==> config.mk <==
export PLATFORM = sky130hd
export DESIGN_NAME = pipe_hazard_ctrl
export DESIGN_NICKNAME = d
export VERILOG_FILES = /design/src/rtl/pipe_hazard_ctrl.sv
export SDC_FILE = /design/constraint.sdc
export NUM_CORES = 1
export LEC_CHECK = 0
export ABC_AREA = 1
export CORE_ASPECT_RATIO = 0.7
export CORE_MARGIN = 4
export CORE_UTILIZATION = 34
export CTS_CLUSTER_SIZE = 16
export DETAILED_ROUTE_END_ITERATION = 8
export GPL_ROUTABILITY_DRIVEN = 0
export PLACE_DENSITY_LB_ADDON = 0.1
export SYNTH_ARGS = -nofsm -noshare
export SYNTH_HDL_FRONTEND = slang
export SYNTH_SLANG_ARGS = --single-unit
==> constraint.sdc <==
create_clock -name clk_i -period 1.73 [get_ports clk_i]
set_clock_uncertainty 0.05 [all_clocks]
set_input_delay 0.346 -clock clk_i [delete_from_list [all_inputs] [get_ports clk_i]]
set_output_delay 0.346 -clock clk_i [all_outputs]
set_load 0.1 [all_outputs]
==> src/rtl/pipe_hazard_ctrl.sv <==
// Pipeline hazard controller: merges load-use, M-type, redirect and memory-wait requests into stall/flush vectors.
// Optional perf counters are built when PIPE_HAZARD_CTRL_PERF_EN is defined.
module pipe_hazard_ctrl #(
  parameter int NSTAGES        = 5,
  parameter int MDIV_CYCLES    = 34,
  parameter int BR_FLUSH_DEPTH = 2,
  parameter int CNT_W          = 6
) (
  input  logic               clk_i,
  input  logic               rst_i,
  input  logic               load_hazard_i,
  input  logic               m_req_i,
  input  logic               redirect_i,
  input  logic               ext_stall_i,
  output logic [NSTAGES-1:0] stall_o,
  output logic [NSTAGES-1:0] flush_o,
  output logic               mdiv_last_o,
  output logic               busy_o,
  output logic [31:0]        stall_cnt_o,
  output logic [31:0]        flush_cnt_o
);

  typedef enum logic {IDLE, BUSY} state_e;

  localparam logic [NSTAGES-1:0] MdStall  = NSTAGES'(7);
  localparam logic [NSTAGES-1:0] MdFlush  = NSTAGES'(8);
  localparam logic [NSTAGES-1:0] LuStall  = NSTAGES'(3);
  localparam logic [NSTAGES-1:0] LuFlush  = NSTAGES'(4);
  localparam logic [NSTAGES-1:0] BrFlush  = NSTAGES'((1 << (BR_FLUSH_DEPTH + 1)) - 2);
  localparam logic [CNT_W-1:0]   CntLoad  = CNT_W'((MDIV_CYCLES > 1) ? (MDIV_CYCLES - 2) : 0);
  localparam logic [CNT_W-1:0]   CntOne   = CNT_W'(1);

  state_e           state_q, state_d;
  logic [CNT_W-1:0] cnt_q, cnt_d;

  always_ff @(posedge clk_i) begin
    if (rst_i) begin
      state_q <= IDLE;
      cnt_q   <= '0;
    end else begin
      state_q <= state_d;
      cnt_q   <= cnt_d;
    end
  end

  // Request priority: reset, memory wait, in-flight M-type, redirect, new M-type, load-use.
  always_comb begin
    state_d     = state_q;
    cnt_d       = cnt_q;
    stall_o     = '0;
    flush_o     = '0;
    mdiv_last_o = 1'b0;
    busy_o      = (state_q == BUSY);
    if (rst_i) begin
      state_d = IDLE;
      cnt_d   = '0;
      flush_o = '1;
      busy_o  = 1'b0;
    end else if (ext_stall_i) begin
      stall_o = '1;
    end else if (state_q == BUSY) begin
      if (cnt_q != '0) begin
        stall_o = MdStall;
        flush_o = MdFlush;
        cnt_d   = cnt_q - CntOne;
      end else begin
        mdiv_last_o = 1'b1;
        state_d     = IDLE;
      end
    end else if (redirect_i) begin
      flush_o = BrFlush;
    end else if (m_req_i) begin
      if (MDIV_CYCLES > 1) begin
        stall_o = MdStall;
        flush_o = MdFlush;
        cnt_d   = CntLoad;
        state_d = BUSY;
      end else begin
        mdiv_last_o = 1'b1;
      end
    end else if (load_hazard_i) begin
      stall_o = LuStall;
      flush_o = LuFlush;
    end
  end

`ifdef PIPE_HAZARD_CTRL_PERF_EN
  logic [31:0] stallCnt_q, flushCnt_q;

  always_ff @(posedge clk_i) begin
    if (rst_i) begin
      stallCnt_q <= '0;
      flushCnt_q <= '0;
    end else begin
      if (stall_o[0]) stallCnt_q <= stallCnt_q + 32'd1;
      if (|flush_o)   flushCnt_q <= flushCnt_q + 32'd1;
    end
  end

  assign stall_cnt_o = stallCnt_q;
  assign flush_cnt_o = flushCnt_q;
`else
  assign stall_cnt_o = '0;
  assign flush_cnt_o = '0;
`endif

endmodule

# ---- Yosys cells after proc, flatten, opt, wreduce, memory -nomap -nowiden
# Cells that the tools add are included.
dict set report op_classes {
  addsub 1
  n_eq_ne 2
  mux 27
  n_bitwise 1
  n_reduce_logical 3
}
# operator count
set op_table {}
lappend op_table {{$mux 5} 6}
lappend op_table {{$mux 6} 4}
lappend op_table {{$mux 3} 4}
lappend op_table {{$mux 4} 3}
lappend op_table {{$mux 1} 9}
lappend op_table {{$reduce_bool 6->1} 1}
lappend op_table {{$sub 6x1->6 const B} 1}
lappend op_table {{$ne 2x1->1 const B} 2}
lappend op_table {{$reduce_and 4->1} 1}
lappend op_table {{$mux 2} 1}
lappend op_table {{$reduce_bool 2->1} 1}
lappend op_table {{$not 1->1} 1}
dict set report totals {
  regBits 7
  in_bits 6
  out_inout_bits 76
  word_cells 36
}

# ---- Depth between registers and ports, before layout
dict set report logic_depth {
  word_depth 6
  ltp_mapped 10
  ltp_nobuf 9
}

# ---- Least setup slack after synthesis
# No wires, ideal clock.
dict set report synth_timing {
  path_type {register to output}
  from {register state_q}
  to {output flush_o[2]}
  arrival_ps 3385
  required_ps 1334
  setup_slack_ps -2051
  path_stages_with_launch 6
  n_path_buf 1
  path_cell_list {dfxtp_1 > buf_6 > inv_6 > nand2_4 > o21ai_0 > a31o_2}
}
dict set report synth_between {
  elab_chain_cells 3
}
# element line_no
set synth_rtl {}
lappend synth_rtl {{start: declaration} 33} ;# state_e state_q, state_d;
lappend synth_rtl {{start signal: assignment} 41} ;# state_q <= state_d;
lappend synth_rtl {{$mux 5} 61} ;# end else if (state_q == BUSY) begin
lappend synth_rtl {{$mux 5} 59} ;# end else if (ext_stall_i) begin
lappend synth_rtl {{$mux 5} 54} ;# if (rst_i) begin
lappend synth_rtl {{end: declaration} 16} ;# output logic [NSTAGES-1:0] flush_o,
# Every way passes these cells.

# ---- Final worst setup path
dict set report layout_timing {
  from {register cnt_q[1]}
  to {output stall_o[0]}
}
dict set report layout_between {
  elab_chain_cells 5
}
# element line_no
set layout_rtl {}
lappend layout_rtl {{start: declaration} 34} ;# logic [CNT_W-1:0] cnt_q, cnt_d;
lappend layout_rtl {{start signal: assignment} 42} ;# cnt_q <= cnt_d;
lappend layout_rtl {{$reduce_bool 6->1} 62} ;# if (cnt_q != '0) begin
lappend layout_rtl {{$mux 3} 62}
lappend layout_rtl {{$mux 5} 61}
lappend layout_rtl {{$mux 5} 59}
lappend layout_rtl {{$mux 5} 54}
lappend layout_rtl {{end: declaration} 15} ;# output logic [NSTAGES-1:0] stall_o,
# Every way passes these cells.

==> flow_summary.ini <==
[clock_network]
cts_root_buffer = clkbuf_8
cts_max_level = 1
clk_latency_ns = 0.23
clock_sinks = 7
cts_hold_buf = 0
cts_tree = done
clockBufferDepth = 2
cts.clk_slew.worst_paths_ns = 0.04
numCtsBuffers = 3

[timing]
final_hold_viol_count = 0
period_share_pct = 102
setup_violations = 2
rsz0062_at_grt = yes
max_freq_mhz = 564
finalCriticalPeriod_ns = 1.77
slew_violations = 0
setup_slack_ns = -0.0415

[drt]
vias_per_cell = 3.76
vias = 824
firstDrtPassIters = 2
drtIter0Drc = 34
drt-total-wl_um = 2250
drc = 0
avgRoutedWirePerCell_um = 10.3
postRouteAntennaNets = 0

[grt]
grt_use_met2_pct = 16.5
busiest_layer = met2
antenna_found_initial = 0
grt_overflow = 0
grt_util_met1_pct = 14.6
grt_pass1_vias = 717
grt_use_total_pct = 10.9
grt_max_degree = 8
use_met3_pct = 4.33
grt_pass1_wl_um = 3330

[floorplanning]
die_w_um = 75.2
die-area_um2 = 4140
die_h_um = 55.0
core_um2 = 2900
start_util_pct = 37.0
ios = 82
num_rows = 16

[synth]
synth_fa_ha_area_share_pct = 1.16
synth_top_family_by_area = buffers and inverters
ys_seq_area_share_pct = 13.0
yosysTopAreaCell = buf_4
syn_area_per_cell_um2 = 7.21
synth.area.top_cells = buf_4 (47%), dfxtp_1 (13%), nand2_1 (6.3%)
syn_inst = 149
synth_xor_area_share_pct = 0
ys_ff_latch = 7
synth_compound_area_share_pct = 5.94
yosys_warnings = 0
ys_types = 25
netlist_area_um2 = 1070
muxShareOfSynthArea_pct = 0
synth_top_cell_area_share_pct = 47.5
synth-simple-area-share_pct = 25.6

[job]
maxCapViolations = 0

[placed_design]
port_buffers = 17
hpwlAfterDp_um = 1900
post_dp_cell_area_um2 = 1340

[critical_path]
path_class = flip-flop to output pin
crit_arrival_ns = 1.38
cp-end-kind = output pin
crit_path_start_kind = flip-flop
worstPathRequired_ns = 1.33
worst-path-max-fanout = 3

[layout]
post-route-cell-area_um2 = 1450
final_common_cell = conb_1
drive_gt1_share_pct = 34.4
n_antenna_cell = 0
layout_common_cells = conb_1 (64), nand2_1 (17), buf_4 (17)
fin_nets = 191
area_growth_pct = 35.2

[outcome]
status = complete, but fails checks
violations = negative setup slack

[power_and_ir_drop]
peakVddDrop_mv = 0.445
p_leak_nw = 0.757
powerDensity_nw_per_um2 = 966
power_mw = 1.40

[min_path]
hp-class = flip-flop to flip-flop
[state kept, by name (all words and copies together), names as in the netlist]
name / flops
cnt_q: 6
state_q: 1
[power breakdown]
group / leakage [nW] / switching [mW] / total [mW] / internal, mW
Combinational: 0.675 / 0.839 / 0.987 / 0.148
Clock: 0.0228 / 0.0768 / 0.237 / 0.160
Sequential: 0.0591 / 0.00983 / 0.180 / 0.170
Total: 0.757 / 0.925 / 1.40 / 0.478
[stage by stage]
step | util (%) | TNS (ns) | setup slack (ns) | std cells | hold slack (ns)
6_report | 50.0 | -0.0814 | -0.0415 | 219 | 0.445
5_1_grt | 50.0 | -0.263 | -0.0996 | 219 | 0.456
4_1_cts | 49.1 | -0.126 | -0.0566 | 218 | 0.439
3_5_place_dp | 46.0 | -1.69 | -0.211 | 210 | 0.437
3_3_place_gp | 46.0 | -1.48 | -0.192 | 210 | 0.431
2_1_floorplan | - | -0.873 | -0.274 | 212 | 0.423
[worst paths after layout]
check / from / to / slack [ns] / cells after the start
min reg2reg: cnt_q[1] / cnt_q[1] / 0.45 / 2
min: cnt_q[1] / cnt_q[1] / 0.45 / 2
max reg2reg: cnt_q[1] / cnt_q[4] / 0.40 / 10
max: cnt_q[1] / stall_o[0] / -0.04 / 6
[cell type report]
| type | instances | area (um2) |
|---|---|---|
| Clock buffer | 4 | 45.0 |
| Fill cell | 294 | 1450 |
| Inverter | 10 | 55.1 |
| Multi-Input combinational cell | 125 | 702 |
| Sequential cell | 7 | 148 |
| Tap cell | 36 | 45.0 |
| Timing Repair Buffer | 37 | 458 |
[routing by layer]
metal	vias to the layer above	wire, um
li1	403	-
met1	374	966
met2	42	1040
met3	5	227
met4	0	16
met5	-	0
[cells in the mapped netlist]
library cell and number:
nand4_1 1, nand4_4 1, nor3_1 2, nor2_1 11
o21ai_0 2, nor2_2 2, a31o_2 1, conb_1 1
buf_4 68, o21ai_1 1, buf_2 1, buf_6 1
nand3_1 8, nor2_4 1, nand2_1 18, a21o_1 1
clkinv_4 1, nand2_4 4, inv_6 2, ha_1 1
dfxtp_1 7, a21oi_1 4, inv_1 7, nor2_8 1
a31oi_1 2
[worst max-delay path, stage by stage (launching register included)]
cell     delay, ns
dfxtp_2       0.33
inv_2         0.05
ha_4          0.17
nand3_4       0.09
nand2_4       0.06
a31oi_4       0.23
buf_12        0.21
[timing repair]
item,in CTS,in global routing
pin swaps,7,3
cloned,0,0
resized for setup,11,4
hold endpoints to repair,0,0
endpoints found under the setup margin,10,6
buffers inserted,4,1
[logic make-up after synthesis]
group | Yosys count
buffers and inverters | 80
and+or+nand+nor | 49
AOI/OAI and AO/OA | 11
DFF | 7
adders and majority gates | 1
other | 1
Power figures use the tool's default switching activity.
==> edit: new RTL, config.mk and constraints unchanged <==
`CNT_W`: 6 -> 3.
--- a/src/rtl/pipe_hazard_ctrl.sv
+++ b/src/rtl/pipe_hazard_ctrl.sv
@@ -5,5 +5,5 @@
   parameter int MDIV_CYCLES    = 34,
   parameter int BR_FLUSH_DEPTH = 2,
-  parameter int CNT_W          = 6
+  parameter int CNT_W          = 3
 ) (
   input  logic               clk_i,
Formal check against the unedited RTL: not equivalent (Yosys sat finds a counterexample within 4 cycles, from zero or initial values and one cycle with rst_i high).
==> edit against the unedited design <==
  * The run still ends with setup timing left
  * Worst setup slack got worse by 0.26 ns
  * Final area fell by 21%
  * Area after synthesis down 25%
  * Clock power down 52%
  * Global-route usage shrank 1.1 points
  * Non-clock buffer count is 5 lower
  * Worst hold slack better by 0.015 ns
  * Wire length fell by 28%
  * Combinational power decreased by 2.8%
  * Sequential cell count fell by 3
  * Power fell by 16%
  * Critical path depth stayed put
  * Utilization up 2.3 points
==> edit: results (changes against the unedited design) <==
- Run status: complete, but fails checks
- Failing checks: setup timing
- Post-DP HPWL: 1390 µm (-27%)
- Worst R2R Setup Slack: 0.13 ns (-0.27 ns)
- Combinational Power Share: 0.816 (+0.113)
- Pre-CTS setup slack: -0.243 ns (-0.0324 ns)
- Met2 wire len: 791 µm (-24%)
- Clock Latency Late Sink: 0.23 ns (about the same)
- Initial DRT Pass Iterations: 4 (+2)
- Met3 Wirelength: 232 µm (+2.2%)
- Worst-path maximum fanout: 2 (-1)
- Proportion of layout cells with a drive suffix above 1: 0.361 (+0.0163)
- Count of cell types in the netlist: 16 (-36%)
- Fin Setup TNS: -0.986 ns (-0.905 ns)
- Top Registers: cnt_q x3, state_q x1
- Min-delay src: state_q
- Mean post-synth cell area: 6.84 µm² (-5.1%)
- Post-synthesis sequential area ratio: 0.100 (-0.0304)
- Dominant cells by area after synthesis: buf_4 (64%), dfxtp_1 (10%), nor2_1 (6.6%), nand2_1 (4.2%), ha_1 (3.1%)
- Nets@finish: 157 (-18%)
- Data arrival, critical path: 1.63 ns (+0.25 ns)
- Seq power: 103 µW (-43%)
- Placed insts: 173 (-18%)
- Hold Slack: 0.460 ns (+0.0151 ns)
- GR Layer Usage met1: 0.110 (-0.0357)
- Adder-Cell Fraction of Synth Area: 0.0313 (+0.0196)
- CTS Root Buffer Type: clkbuf_4
- Clk network pwr share: 0.097 (-0.072)
- First-pass GRT wire length: 2460 µm (-26%)
- Vias in the first global route: 536 (-25%)
- Postcts setup bufs: 1 (-3)
- Top cells by count, synth: buf_4 (68), nor2_1 (14), nand2_1 (9), inv_1 (6)
- Starting DRT DRC Count: 9 (-74%)
- Met3 usage: 0.0185 (-0.0248)
- Leakage: 0.000611 µW (-19%)
- Global-route met2 utilization: 0.168 (+0.00331)
- RR Startpoint: cnt_q[0]
- Clk pin slew, worst setup/hold paths: 0.04 ns (about the same)
- Initial antenna violation count: 0 (unchanged)
- Sw Share: 0.731 (+0.0719)
- VDD IR max: 0.000524 V (+18%)
- Final wirelength: 1630 µm (-28%)
- R2r worst-path depth: 11 (+1)
- Gr usage total: 0.0982 (-0.0111)
- R2R Path End: cnt_q[2]
- Longest Clk Path Bufs: 2 (unchanged)
- Filler cells: 222 (-24%)
- Setup violation total in the final timing report: 5 (+3)
- WL met1: 581 µm (-40%)
- DR vias: 589 (-29%)
- ANT cells: 0 (unchanged)
- Post-cts sizing count: 14 (+3)
- Final WS setup: -0.297 ns (-0.255 ns)
- Synth Area in Compound Gates: 0.0563 (-0.00312)
- Hold path endpoint: state_q
- Post-DP Area: 1050 µm² (-21%)
- Routed length per placed instance: 9.12 µm (-11%)
-- edit: cell count changes in the layout (fill, tap and decap cells not counted), sizes merged, moves of 3 or more --
cell,change
buf,-5
dfxtp,-3
nand2,-12
nand3,-7
-- edit: area by class of cell --
| class | instances | area, µm² | share of cell area |
|---|---|---|---|
| sequential | 4 | 85.1 | 0.0742 |
| clock buffer | 3 | 22.5 | 0.0197 |
| multi-input combinational | 101 | 552 | 0.481 |
| inverter | 7 | 26.3 | 0.0229 |
| timing repair buffer | 32 | 420 | 0.367 |
| tap | 32 | 40.0 | 0.0349 |
-- edit: worst max-delay path by stage --
stage	start	end	slack, ns	depth (start not counted)
global route	cnt_q[0]	stall_o[1]	-0.34	6
CTS	cnt_q[0]	stall_o[1]	-0.32	6
detailed placement	rst_i	flush_o[2]	-0.24	4
finish	cnt_q[0]	stall_o[1]	-0.30	6
floorplan	cnt_q[1]	stall_o[1]	-0.51	6
global placement	rst_i	flush_o[2]	-0.25	4
